[src/rtl/apb_pkg.sv]
// Shared types, offsets and address decode for the APB register completer.
package apb_pkg;

   typedef enum logic [1:0] {
      IDLE = 2'd0,
      WAIT = 2'd1,
      DONE = 2'd2
   } apb_state_t;

   localparam logic [31:0] ID_OFS       = 32'h0000_0000;
   localparam logic [31:0] CTRL_OFS     = 32'h0000_0004;
   localparam logic [31:0] ID_VALUE_DEF = 32'hA5B0_0001;

   // Misaligned, beyond the register bank, or a write to the read-only ID.
   function automatic logic addr_err(input logic [31:0] addr,
                                     input logic        write,
                                     input int          num_regs);
      logic [33:0] lim;
      lim = 34'(num_regs) << 2;
      return (addr[1:0] != 2'b00) || ({2'b00, addr} >= lim) ||
             (write && (addr == ID_OFS));
   endfunction

endpackage

[src/rtl/apb_reg_bank.sv]
// Word register array with a read-only ID at index 0 and CTRL exported.
// Writes land on the clock edge when we=1; the read mux is combinational.
module apb_reg_bank
   import apb_pkg::*;
#(
   parameter int          NUM_REGS   = 8,
   parameter int          IDXW       = 3,
   parameter logic [31:0] ID_VALUE   = ID_VALUE_DEF,
   parameter logic [31:0] CTRL_RESET = 32'h0000_0000
) (
   input  logic            clk,
   input  logic            rst,
   input  logic            we,
   input  logic [IDXW-1:0] idx,
   input  logic [31:0]     wdata,
   output logic [31:0]     rdata,
   output logic [31:0]     ctrl
);

   localparam int ID_IDX   = int'(ID_OFS >> 2);
   localparam int CTRL_IDX = int'(CTRL_OFS >> 2);

   logic [31:0] regs [1:NUM_REGS-1];

   always_ff @(posedge clk or posedge rst) begin
      if (rst) begin
         for (int i = 1; i < NUM_REGS; i++)
            regs[i] <= (i == CTRL_IDX) ? CTRL_RESET : 32'h0;
      end else if (we) begin
         for (int i = 1; i < NUM_REGS; i++)
            if (idx == IDXW'(i))
               regs[i] <= wdata;
      end
   end

   always_comb begin
      rdata = '0;
      if (idx == IDXW'(ID_IDX))
         rdata = ID_VALUE;
      for (int i = 1; i < NUM_REGS; i++)
         if (idx == IDXW'(i))
            rdata = regs[i];
   end

   assign ctrl = regs[CTRL_IDX];

endmodule

[src/rtl/apb_reg_slave.sv]
// APB3 completer: setup-captured decode, WAIT_CYCLES PREADY-low cycles then one
// registered completion cycle; PSEL dropping mid-transfer aborts without a write.
module apb_reg_slave
   import apb_pkg::*;
#(
   parameter int          NUM_REGS    = 8,
   parameter int          WAIT_CYCLES = 2,
   parameter logic [31:0] ID_VALUE    = ID_VALUE_DEF,
   parameter logic [31:0] CTRL_RESET  = 32'h0000_0000
) (
   input  logic        PCLK,
   input  logic        PRESET,
   input  logic        PSEL,
   input  logic        PENABLE,
   input  logic        PWRITE,
   input  logic [31:0] PADDR,
   input  logic [31:0] PWDATA,
   output logic [31:0] PRDATA,
   output logic        PREADY,
   output logic        PSLVERR,
   output logic [31:0] ctrl_o
);

   localparam int IDXW = $clog2(NUM_REGS);

   apb_state_t      state, state_nxt;
   logic [3:0]      cnt, cnt_nxt;
   logic [IDXW-1:0] cap_idx, cap_idx_nxt;
   logic            cap_write, cap_write_nxt;
   logic            cap_err, cap_err_nxt;
   logic [31:0]     cap_wdata, cap_wdata_nxt;
   logic            pready_nxt, pslverr_nxt;
   logic [31:0]     prdata_nxt;

   logic            enter_done;
   logic            bank_we;
   logic [IDXW-1:0] sel_idx;
   logic            sel_write, sel_err, live_err;
   logic [31:0]     bank_rdata;

   apb_reg_bank #(
      .NUM_REGS   (NUM_REGS),
      .IDXW       (IDXW),
      .ID_VALUE   (ID_VALUE),
      .CTRL_RESET (CTRL_RESET)
   ) u_bank (
      .clk   (PCLK),
      .rst   (PRESET),
      .we    (bank_we),
      .idx   (sel_idx),
      .wdata (cap_wdata),
      .rdata (bank_rdata),
      .ctrl  (ctrl_o)
   );

   always_ff @(posedge PCLK or posedge PRESET) begin
      if (PRESET) begin
         state     <= IDLE;
         cnt       <= '0;
         cap_idx   <= '0;
         cap_write <= 1'b0;
         cap_err   <= 1'b0;
         cap_wdata <= '0;
         PREADY    <= 1'b0;
         PSLVERR   <= 1'b0;
         PRDATA    <= '0;
      end else begin
         state     <= state_nxt;
         cnt       <= cnt_nxt;
         cap_idx   <= cap_idx_nxt;
         cap_write <= cap_write_nxt;
         cap_err   <= cap_err_nxt;
         cap_wdata <= cap_wdata_nxt;
         PREADY    <= pready_nxt;
         PSLVERR   <= pslverr_nxt;
         PRDATA    <= prdata_nxt;
      end
   end

   // In IDLE with WAIT_CYCLES=0 the response is built straight from the live bus.
   assign live_err  = addr_err(PADDR, PWRITE, NUM_REGS);
   assign sel_idx   = (state == IDLE) ? PADDR[IDXW+1:2] : cap_idx;
   assign sel_write = (state == IDLE) ? PWRITE : cap_write;
   assign sel_err   = (state == IDLE) ? live_err : cap_err;

   always_comb begin
      state_nxt     = state;
      cnt_nxt       = cnt;
      cap_idx_nxt   = cap_idx;
      cap_write_nxt = cap_write;
      cap_err_nxt   = cap_err;
      cap_wdata_nxt = cap_wdata;
      enter_done    = 1'b0;
      bank_we       = 1'b0;

      case (state)
         IDLE: begin
            if (PSEL && !PENABLE) begin
               cap_idx_nxt   = PADDR[IDXW+1:2];
               cap_write_nxt = PWRITE;
               cap_err_nxt   = live_err;
               cap_wdata_nxt = PWDATA;
               cnt_nxt       = 4'(WAIT_CYCLES);
               if (WAIT_CYCLES == 0) begin
                  state_nxt  = DONE;
                  enter_done = 1'b1;
               end else begin
                  state_nxt  = WAIT;
               end
            end
         end
         WAIT: begin
            if (!PSEL) begin
               state_nxt = IDLE;
            end else if (PENABLE) begin
               if (cnt == 4'd1) begin
                  state_nxt  = DONE;
                  enter_done = 1'b1;
               end else begin
                  cnt_nxt = cnt - 4'd1;
               end
            end
         end
         DONE: begin
            state_nxt = IDLE;
            bank_we   = PSEL && cap_write && !cap_err;
         end
         default: state_nxt = IDLE;
      endcase

      pready_nxt  = enter_done;
      pslverr_nxt = enter_done && sel_err;
      prdata_nxt  = (enter_done && !sel_write && !sel_err) ? bank_rdata : 32'h0;
   end

endmodule

[config.mk]
export PLATFORM = sky130hd
export DESIGN_NAME = apb_reg_slave
export DESIGN_NICKNAME = d
export VERILOG_FILES = /design/src/rtl/apb_pkg.sv /design/src/rtl/apb_reg_bank.sv /design/src/rtl/apb_reg_slave.sv
export SDC_FILE = /design/constraint.sdc
export NUM_CORES = 1
export LEC_CHECK = 0
export CAP_MARGIN = 25
export CELL_PAD_IN_SITES_DETAIL_PLACEMENT = 2
export CELL_PAD_IN_SITES_GLOBAL_PLACEMENT = 2
export CORE_ASPECT_RATIO = 1.2
export CORE_UTILIZATION = 43
export CTS_CLUSTER_SIZE = 10
export DETAILED_ROUTE_END_ITERATION = 12
export PLACE_DENSITY_LB_ADDON = 0.08
export SYNTH_ARGS = -nofsm -noshare
export SYNTH_HDL_FRONTEND = slang
export SYNTH_HIERARCHICAL = 1
export SYNTH_SLANG_ARGS = --single-unit
[constraint.sdc]
create_clock -name PCLK -period 17.4 [get_ports PCLK]
set_input_delay 3.48 -clock PCLK [delete_from_list [all_inputs] [get_ports PCLK]]
set_output_delay 3.48 -clock PCLK [all_outputs]
set_load 0.01 [all_outputs]
==> results of run 1 <==
-- metrics by stage --
stage,setup WS [ns],std cells
CTS,10.65,1487
floorplan,7.79,999
detailed placement,10.13,1441
finish,10.65,1488
global route,10.50,1488
global placement,10.25,1440
-- path summary, 6_finish.rpt --
kind | start | end | slack (ns) | depth (start not counted)
setup / recovery | PADDR[2] | u_bank/ctrl[27] | 10.65 | 6
hold / removal | u_bank/regs[68] | u_bank/regs[68] | 0.49 | 1
setup reg to reg | state[0] | u_bank/ctrl[27] | 13.24 | 6
hold reg to reg | u_bank/regs[68] | u_bank/regs[68] | 0.49 | 1
max in group asynchronous | PRESET | u_bank/ctrl[0] | 11.70 | 4
min in group asynchronous | PRESET | cap_wdata[27] | 3.51 | 2
-- cell type report --
class / count / area, um^2
multi-input cells: 550 / 5280
fillers: 2902 / 14800
well taps: 396 / 495
clock buffers: 46 / 960
flip-flops and latches: 301 / 7530
repair buffers: 149 / 1490
inverters: 46 / 183
-- power by group through the flow --
stage | Sequential [W] | Combinational, W | Clock, W
after CTS | 0.000767 | 0.000175 | 0.000666
final | 0.000766 | 0.000171 | 0.000649
after global placement | 0.000778 | 0.000169 | 0
after global routing | 0.000772 | 0.000186 | 0.000689
after floorplan | 0.000758 | 0.000117 | 0
after detailed placement | 0.000779 | 0.000172 | 0
-- per-layer routing --
metal,part of all wire (%),routed length (um),up-vias,track usage (%)
li1,-,-,3748,-
met1,42,14800,4592,27.8
met2,54,19100,127,42.3
met3,2.2,794,50,2.48
met4,1.9,671,0,6.45
met5,0,0,-,0
-- critical path: cells and delay by family --
kind,cells,cell delay (ns)
muxes,2,0.97
buffers and inverters,2,1.00
and+or+nand+nor,2,1.63
-- kinds of logic (layout without fill, tap and decap cells) --
family,after synthesis,after routing,share of synthesized area [%]
AO/OA/AOI/OAI,119,119,7.11
flip-flops,301,301,55.6
AND/OR/NAND/NOR,121,121,6.02
XOR/XNOR,3,3,0.194
buffers and inverters,148,241,5.83
multiplexers,305,305,25.1
adder cells (fa/ha/maj),2,2,0.185
-- sequential cells by signal (all words and copies together), names as in the netlist --
signal	cells
PRDATA	32
PREADY	1
PSLVERR	1
cap_err	1
cap_idx	3
cap_wdata	32
cap_write	1
cnt	4
state	2
u_bank/ctrl	32
u_bank/regs	192
-- placed cells by master (no fill, tap or decap), types with 3 or more instances in the layout --
master,count
dfrtp_1,301
nand3b_1,10
o221ai_1,36
nor2_1,13
mux2_4,3
clkbuf_1,9
clkdlybuf4s50_1,134
inv_1,44
a22o_1,24
nor2b_1,3
a22oi_1,3
nor4_1,7
a21oi_1,21
a221o_1,11
buf_4,13
nand2b_1,3
a221oi_1,7
mux2_2,233
nand2_1,8
clkbuf_16,37
o211ai_1,8
o2bb2ai_1,4
mux2i_1,34
nand4b_1,20
and2_1,35
mux2_1,34
==> out/metrics.yaml, run 1 <==
die:
  initial_utilization_pct: 44.1
  fp.dieW_um: 164
  coreArea_um2: 30700
  fp.dieArea_um2: 32200
  rows: 70
  die_h_um: 197
  ioPinCount: 135
detailed_routing:
  drt-pass1-iter-count: 4
  wl_per_cell_um: 23.8
  drt_iter0_markers: 336
  ant_nets: 0
  num_vias: 8517
  drc: 0
  viasPerCell: 5.72
  drt-total-wl_mm: 35.4
placement:
  gp_congestion: 0.718
  dp_hpwl_mm: 21.0
  placed_area_um2: 14900
  numPortBuffers: 134
power:
  power_density_nw_per_um2: 99.5
  p_clk_share_pct: 40.9
  p_sw_w: 0.000411
  p_comb_share_pct: 10.8
  peakVddDrop_mv: 0.0586
  leakagePower_nw: 7.46
  p_total_w: 0.00159
  p_seq_share_pct: 48.3
  internal_power_w: 0.00117
  switching_share_pct: 25.9
cts:
  path_clk_slew_ns: 0.05
  clock_latency_ns: 0.50
  cts_buffers: 36
  cts_tree: "built"
  hold_buffers: 0
  htreeDepth: 2
  cts_resized: 0
  clock_sinks: 301
  cts_setup_buffers: 0
  clock_path_buffers: 3
  root_buffer: "clkbuf_16"
sta:
  clock_skew_ns: 0.00891
  tightest_slew_ns: 1.03
  hold_viol: 0
  slew_headroom_pct: 31.4
  finalCriticalPeriod_ns: 6.75
  max_freq_mhz: 148
  maxSlewViolCount: 0
  finalSetupTns_ns: 0
  period_share_pct: 38.8
  holdWs_ns: 0.491
  finalSetupViolCount: 0
  rsz0062_at_grt: "no"
global_route:
  grt_usage_pct: 22.9
  overflow: 0
  first_global_vias: 9939
  grt_first_pass_wirelength_mm: 56.8
  grt_max_degree: 107
  antenna_found_initial: 0
synthesis:
  ys_seq_area_share_pct: 55.6
  async_reset_ff_share_pct: 100
  synth-main-ff-cell: "dfrtp_1"
  netlist_area_um2: 13600
  synth_nets: 1070
  synth_edf_count: 0
  ys_top_cells_by_area: "dfrtp_1, mux2_2, mux2_1"
  synthCells: 999
  synth_common_cells: "dfrtp_1, mux2_2, inv_1"
  yosys_warnings: 6
  ys_types: 48
  synth_seq_cells: 301
  yosysTopAreaCell: "dfrtp_1"
  yosysMostFrequentCell: "dfrtp_1"
  netlist.area_leader.share_pct: 55.6
  synth.avg_cell_area_um2: 13.6
worst_setup_path:
  worstSetupStartpointType: "input pin"
  path_class: "in2reg"
  cp_slowest_cell: "nor3b_4"
  cp.arrival_ns: 7.13
  slowest_delay_ns: 0.93
  worstPathCellList: "clkdlybuf4s50_1 -> mux2_4 -> nand2b_2 -> nor3b_4 -> buf_4 -> mux2_2"
  crit_fanout: 49
  cp-end-kind: "flop"
  cp.required_ns: 17.78
layout:
  nNetsFinal: 1155
  fin_area_um2: 15900
  fin_util_pct: 51.8
  drive_gt1_share_pct: 27.8
  syn_to_final_growth_pct: 17.5
  diodes: 0
min_path:
  worst_hold_path_type: "reg2reg"
run:
  cap_viol_max_count: 0
run_status:
  status: "finished clean"
(Power assumes the default switching activity.)
==> run 2: changes to the inputs <==
CORE_UTILIZATION = 40   (was 43)
clock period = 6.6 ns   (was 17.4 ns; I/O delays follow)
==> out/metrics.yaml, run 2 (same netlist as run 1, synthesis figures left out) <==
placement:
  dp_hpwl_mm: 21.7  # was 21.0 mm
  numPortBuffers: 134  # unchanged
  gp_congestion: 0.741  # was 0.718
  place_inst: 1502  # was 1441
  dp_slack_ns: 1.81  # was 10.13 ns
worst_setup_path:
  worstPathCellList: "clkdlybuf4s50_1 -> mux2_4 -> and2_1 -> nand3b_1 -> buf_4 -> mux2_2"  # was clkdlybuf4s50_1 -> mux2_4 -> nand2b_2 -> nor3b_4 -> buf_4 -> mux2_2
  path_class: "in2reg"  # unchanged
  critPathTopFamily: "simple AND/OR/NAND/NOR gates"  # unchanged
  cp.required_ns: 6.99  # was 17.78 ns
  crit_fanout: 53  # was 49
  cp.arrival_ns: 4.65  # was 7.13 ns
  cp_num_buf_inv: 2  # unchanged
  cp_slowest_cell: "nand3b_1"  # was nor3b_4
  slowest_delay_ns: 0.73  # was 0.93 ns
  cp-end-kind: "flop"  # unchanged
  worstSetupStartpointType: "input pin"  # unchanged
layout:
  diodes: 0  # unchanged
  syn_to_final_growth_pct: 18.6  # was 17.5%
  fillers: 3180  # was 2902
  fin_util_pct: 48.4  # was 51.8%
  final_cell_mix: "dfrtp_1, mux2_2, clkdlybuf4s50_1, inv_1, clkbuf_16"  # unchanged
  drive_gt1_share_pct: 28.5  # was 27.8%
  nNetsFinal: 1162  # was 1155
  layout.cells.most_common: "dfrtp_1"  # unchanged
  largest-register: "u_bank/regs"  # unchanged
  largest_register_ff_count: 192  # unchanged
  final_cells: 1547  # was 1488
detailed_routing:
  wl_per_cell_um: 23.1  # was 23.8 um
  num_vias: 8520  # was 8517
  viasPerCell: 5.51  # was 5.72
  drc: 0  # unchanged
  drt-pass1-iter-count: 4  # unchanged
  ant_nets: 0  # unchanged
  drt_iter0_markers: 328  # was 336
  drt-total-wl_mm: 35.7  # was 35.4 mm
run_status:
  status: "finished clean"  # unchanged
power:
  leakagePower_nw: 7.50  # was 7.46 nW
  power_density_nw_per_um2: 261  # was 99.5 nW/um^2
  peakVddDrop_mv: 0.137  # was 0.0586 mV
cts:
  hold_buffers: 0  # unchanged
  htreeDepth: 2  # unchanged
  path_clk_slew_ns: 0.05  # about the same
  cts_resized: 0  # unchanged
  cts_tree: "built"  # unchanged
  clock_sinks: 301  # unchanged
  root_buffer: "clkbuf_16"  # unchanged
  clock_latency_ns: 0.52  # was 0.50 ns
  clock_path_buffers: 3  # unchanged
  cts_setup_buffers: 0  # unchanged
  cts_buffers: 36  # unchanged
sta:
  slew_headroom_pct: 35.4  # was 31.4%
  max_freq_mhz: 235
  clock_skew_ns: 0.0165  # was 0.00891 ns
  fin_ws_ns: 2.34  # was 10.65 ns
  finalCriticalPeriod_ns: 4.26
  maxSlewViolCount: 0  # unchanged
  tightest_slew_ns: 0.969  # was 1.03 ns
  hold_viol: 0  # unchanged
  finalSetupViolCount: 0  # unchanged
  rsz0062_at_grt: "no"  # unchanged
  period_share_pct: 64.6
  finalSetupTns_ns: 0  # unchanged
die:
  coreArea_um2: 33200  # was 30700 um^2
  ioPinCount: 135  # unchanged
  initial_utilization_pct: 40.8  # was 44.1%
  fp.dieW_um: 170  # was 164 um
  die_h_um: 204  # was 197 um
  rows: 73  # was 70
  fp.dieArea_um2: 34600  # was 32200 um^2
min_path:
  worst_hold_path_type: "reg2reg"  # unchanged
global_route:
  first_global_vias: 9726  # was 9939
  use_met1_pct: 27.9  # was 27.8%
  met2_usage_pct: 38.2  # was 42.3%
  top_usage_layer: "met2"  # unchanged
  grt_usage_pct: 21.7  # was 22.9%
  antenna_found_initial: 0  # unchanged
  grt_first_pass_wirelength_mm: 57.3  # was 56.8 mm
  grt_max_degree: 166  # was 107
  overflow: 0  # unchanged
  grt_use_met3_pct: 2.79  # was 2.48%
run:
  cap_viol_max_count: 0  # unchanged
[run 2: worst register-to-register path: stages (launching register included)]
cell and delay [ns]:
dfrtp_1 0.48, nor2_1 0.38, mux2_4 0.70, and2_1 0.62, nand3b_1 0.73, buf_4 0.53, mux2_2 0.33
[run 2: worst paths after layout]
path | slack [ns] | from | end | cells after the start
max | 2.34 | PADDR[2] | u_bank/regs[145] | 6
min | 0.49 | u_bank/regs[85] | u_bank/regs[85] | 1
max reg2reg | 2.73 | state[0] | u_bank/regs[145] | 6
min reg2reg | 0.49 | u_bank/regs[85] | u_bank/regs[85] | 1
max in group asynchronous | 4.30 | PRESET | cap_wdata[14] | 3
min in group asynchronous | 1.31 | PRESET | cap_wdata[23] | 2
[run 2: final cells by class]
type                       instances  area, um^2  share of cell area (%)
tap                              450         563                    3.50
timing repair buffer             156        1560                    9.69
inverter                          46         179                    1.11
sequential                       301        7530                    46.8
clock buffer                      44         972                    6.04
multi-input combinational        550        5280                    32.8
[run 2: metrics by stage]
step | instance area, um^2 | power [W] | hold slack, ns
after floorplan | 13600 | 0.00230 | 0.457
after global placement | 15000 | 0.00251 | 0.467
after detailed placement | 15100 | 0.00252 | 0.479
after CTS | 16100 | 0.00428 | 0.491
after global routing | 16100 | 0.00437 | 0.504
final | 16100 | 0.00420 | 0.486
[run 2: routing by layer]
metal,routed length [um],share of wire (%),vias up
met2,18500,52,141
met1,15500,43,4557
li1,-,-,3772
met5,0,0,-
met3,983,2.8,50
met4,730,2.0,0
[run 2: where the power goes]
part	internal, W	leakage (nW)	switching [W]
Sequential	0.00190	4.11	0.000117
Combinational	0.000194	2.91	0.000263
Clock	0.00102	0.476	0.000704
Total	0.00312	7.50	0.00108
==> run 3: changes to the inputs <==
clock period = 4.47 ns   (was 6.6 ns; I/O delays follow)
==> out/metrics.yaml, run 3 (same netlist as run 1, synthesis figures left out) <==
detailed_routing:
  drt_iter0_markers: 274  # was 328
  m1WireLength_mm: 15.5  # about the same
  drc: 0  # unchanged
  num_vias: 8530  # was 8520
  wl_per_cell_um: 23.4  # was 23.1 um
  highest_layer: "met4"  # unchanged
  viasPerCell: 5.46  # was 5.51
  dr_wl_met3_mm: 1.11  # was 983 um
  routed-wl-met2_mm: 19.3  # was 18.5 mm
  drt-pass1-iter-count: 4  # unchanged
  drt-total-wl_mm: 36.6  # was 35.7 mm
  ant_nets: 0  # unchanged
cts:
  root_buffer: "clkbuf_16"  # unchanged
  clock_latency_ns: 0.53  # was 0.52 ns
  cts_resized: 0  # unchanged
  clock_path_buffers: 3  # unchanged
  path_clk_slew_ns: 0.05  # about the same
  cts_tree: "built"  # unchanged
  htreeDepth: 2  # unchanged
  hold_buffers: 0  # unchanged
  cts_setup_buffers: 0  # unchanged
  clock_sinks: 301  # unchanged
  cts_buffers: 36  # unchanged
die:
  initial_utilization_pct: 40.8  # unchanged
  ioPinCount: 135  # unchanged
  fp.dieArea_um2: 34600  # unchanged
  rows: 73  # unchanged
  die_h_um: 204  # unchanged
  fp.dieW_um: 170  # unchanged
  coreArea_um2: 33200  # unchanged
power:
  p_clk_share_pct: 41.4  # was 41.0%
  p_comb_share_pct: 11.0  # was 10.9%
  p_seq_share_pct: 47.7  # was 48.1%
  power_density_nw_per_um2: 386  # was 261 nW/um^2
  peakVddDrop_mv: 0.215  # was 0.137 mV
  internal_power_w: 0.00461  # was 0.00312 W
  p_sw_w: 0.00165  # was 0.00108 W
  switching_share_pct: 26.3  # was 25.8%
  leakagePower_nw: 7.58  # was 7.50 nW
sta:
  max_freq_mhz: 316
  finalSetupTns_ns: 0  # unchanged
  tightest_slew_ns: 0.884  # was 0.969 ns
  holdWs_ns: 0.490  # was 0.486 ns
  clock_skew_ns: 0.0185  # was 0.0165 ns
  period_share_pct: 70.8
  finalSetupViolCount: 0  # unchanged
  rsz0062_at_grt: "no"  # unchanged
  finalCriticalPeriod_ns: 3.17
  maxSlewViolCount: 0  # unchanged
  slew_headroom_pct: 40.9  # was 35.4%
  hold_viol: 0  # unchanged
worst_setup_path:
  crit_fanout: 24  # was 53
  cp.arrival_ns: 3.62  # was 4.65 ns
  worstSetupStartpointType: "flop"  # was input pin
  reg2reg_setup_slack_ns: 1.30  # was 2.73 ns
  cp.required_ns: 4.93  # was 6.99 ns
  cp_num_buf_inv: 1  # was 2
  cp-end-kind: "flop"  # unchanged
  slowest_delay_ns: 0.76  # was 0.73 ns
  critPathTopFamily: "simple AND/OR/NAND/NOR gates"  # unchanged
  path_class: "reg2reg"  # was in2reg
  cp_slowest_cell: "nor2b_1"  # was nand3b_1
  worstPathCellList: "nor2_1 -> mux2_4 -> buf_4 -> nor2b_1 -> a221oi_1 -> o221ai_1 -> and2_1"  # was clkdlybuf4s50_1 -> mux2_4 -> and2_1 -> nand3b_1 -> buf_4 -> mux2_2
layout:
  largest_register_ff_count: 192  # unchanged
  drive_gt1_share_pct: 29.3  # was 28.5%
  final_cell_mix: "dfrtp_1, mux2_2, clkdlybuf4s50_1, inv_1, clkbuf_16"  # unchanged
  layout.cells.most_common: "dfrtp_1"  # unchanged
  regArea_um2: 7530  # unchanged
  diodes: 0  # unchanged
  fillers: 3197  # was 3180
  largest-register: "u_bank/regs"  # unchanged
  nNetsFinal: 1174  # was 1162
  syn_to_final_growth_pct: 19.7  # was 18.6%
  multi_input_area_um2: 5280  # unchanged
global_route:
  overflow: 0  # unchanged
  grt_first_pass_wirelength_mm: 58.8  # was 57.3 mm
  grt_max_degree: 63  # was 166
  antenna_found_initial: 0  # unchanged
  first_global_vias: 9876  # was 9726
  grt_usage_pct: 22.3  # was 21.7%
placement:
  dp_hpwl_mm: 22.9  # was 21.7 mm
  gp_congestion: 0.735  # was 0.741
  numPortBuffers: 134  # unchanged
run_status:
  status: "finished clean"  # unchanged
min_path:
  worst_hold_path_type: "reg2reg"  # unchanged
run:
  cap_viol_max_count: 0  # unchanged
==> run 3: cell count changes in the layout (fill, tap and decap cells not counted), sizes merged <==
cell | previous run | this run
buf | 22 | 34
clkbuf | 44 | 45
inv | 45 | 47
==> run 3: routing by layer <==
layer  global-route usage, %  vias up
met3                    3.10       51
met5                       0        -
met4                    6.11        0
met2                    40.6      157
li1                        -     3778
met1                    27.3     4544
==> run 3: worst paths after layout <==
path,from,end,depth (start not counted)
max,state[0],PRDATA[20],7
min,u_bank/regs[66],u_bank/regs[66],1
max reg2reg,state[0],PRDATA[20],7
min reg2reg,u_bank/regs[66],u_bank/regs[66],1
max in group asynchronous,PRESET,cap_wdata[6],3
min in group asynchronous,PRESET,u_bank/ctrl[23],2
==> run 3: final cells by class <==
cell class,instances,share of cell area [%]
Clock inverter,2,0.108
Multi-Input combinational cell,550,32.5
Inverter,46,1.10
Tap cell,450,3.47
Timing Repair Buffer,168,10.5
Clock buffer,45,5.95
Sequential cell,301,46.4
==> run 3: power by group through the flow <==
stage | sequential, W | combinational [W] | clock [W]
6_report | 0.00298 | 0.000689 | 0.00259
5_1_grt | 0.00301 | 0.000754 | 0.00277
4_1_cts | 0.00299 | 0.000705 | 0.00267
3_5_place_dp | 0.00303 | 0.000697 | 0
3_3_place_gp | 0.00303 | 0.000686 | 0
2_1_floorplan | 0.00295 | 0.000454 | 0
==> run 3: metrics by stage <==
stage	power [W]	area [um^2]	setup slack (ns)	instances	util [%]
floorplan	0.00340	13600	0.652	999	-
global placement	0.00372	15200	0.766	1514	45.8
detailed placement	0.00373	15200	0.813	1514	45.8
CTS	0.00637	16200	1.18	1561	48.8
global route	0.00653	16200	1.07	1562	48.8
finish	0.00626	16200	1.30	1562	48.8
==> run 3: worst reg2reg max path, cell delays in order (launching register included) <==
cell	delay [ns]
dfrtp_1	0.49
nor2_1	0.36
mux2_4	0.43
buf_4	0.43
nor2b_1	0.77
a221oi_1	0.23
o221ai_1	0.23
and2_1	0.15
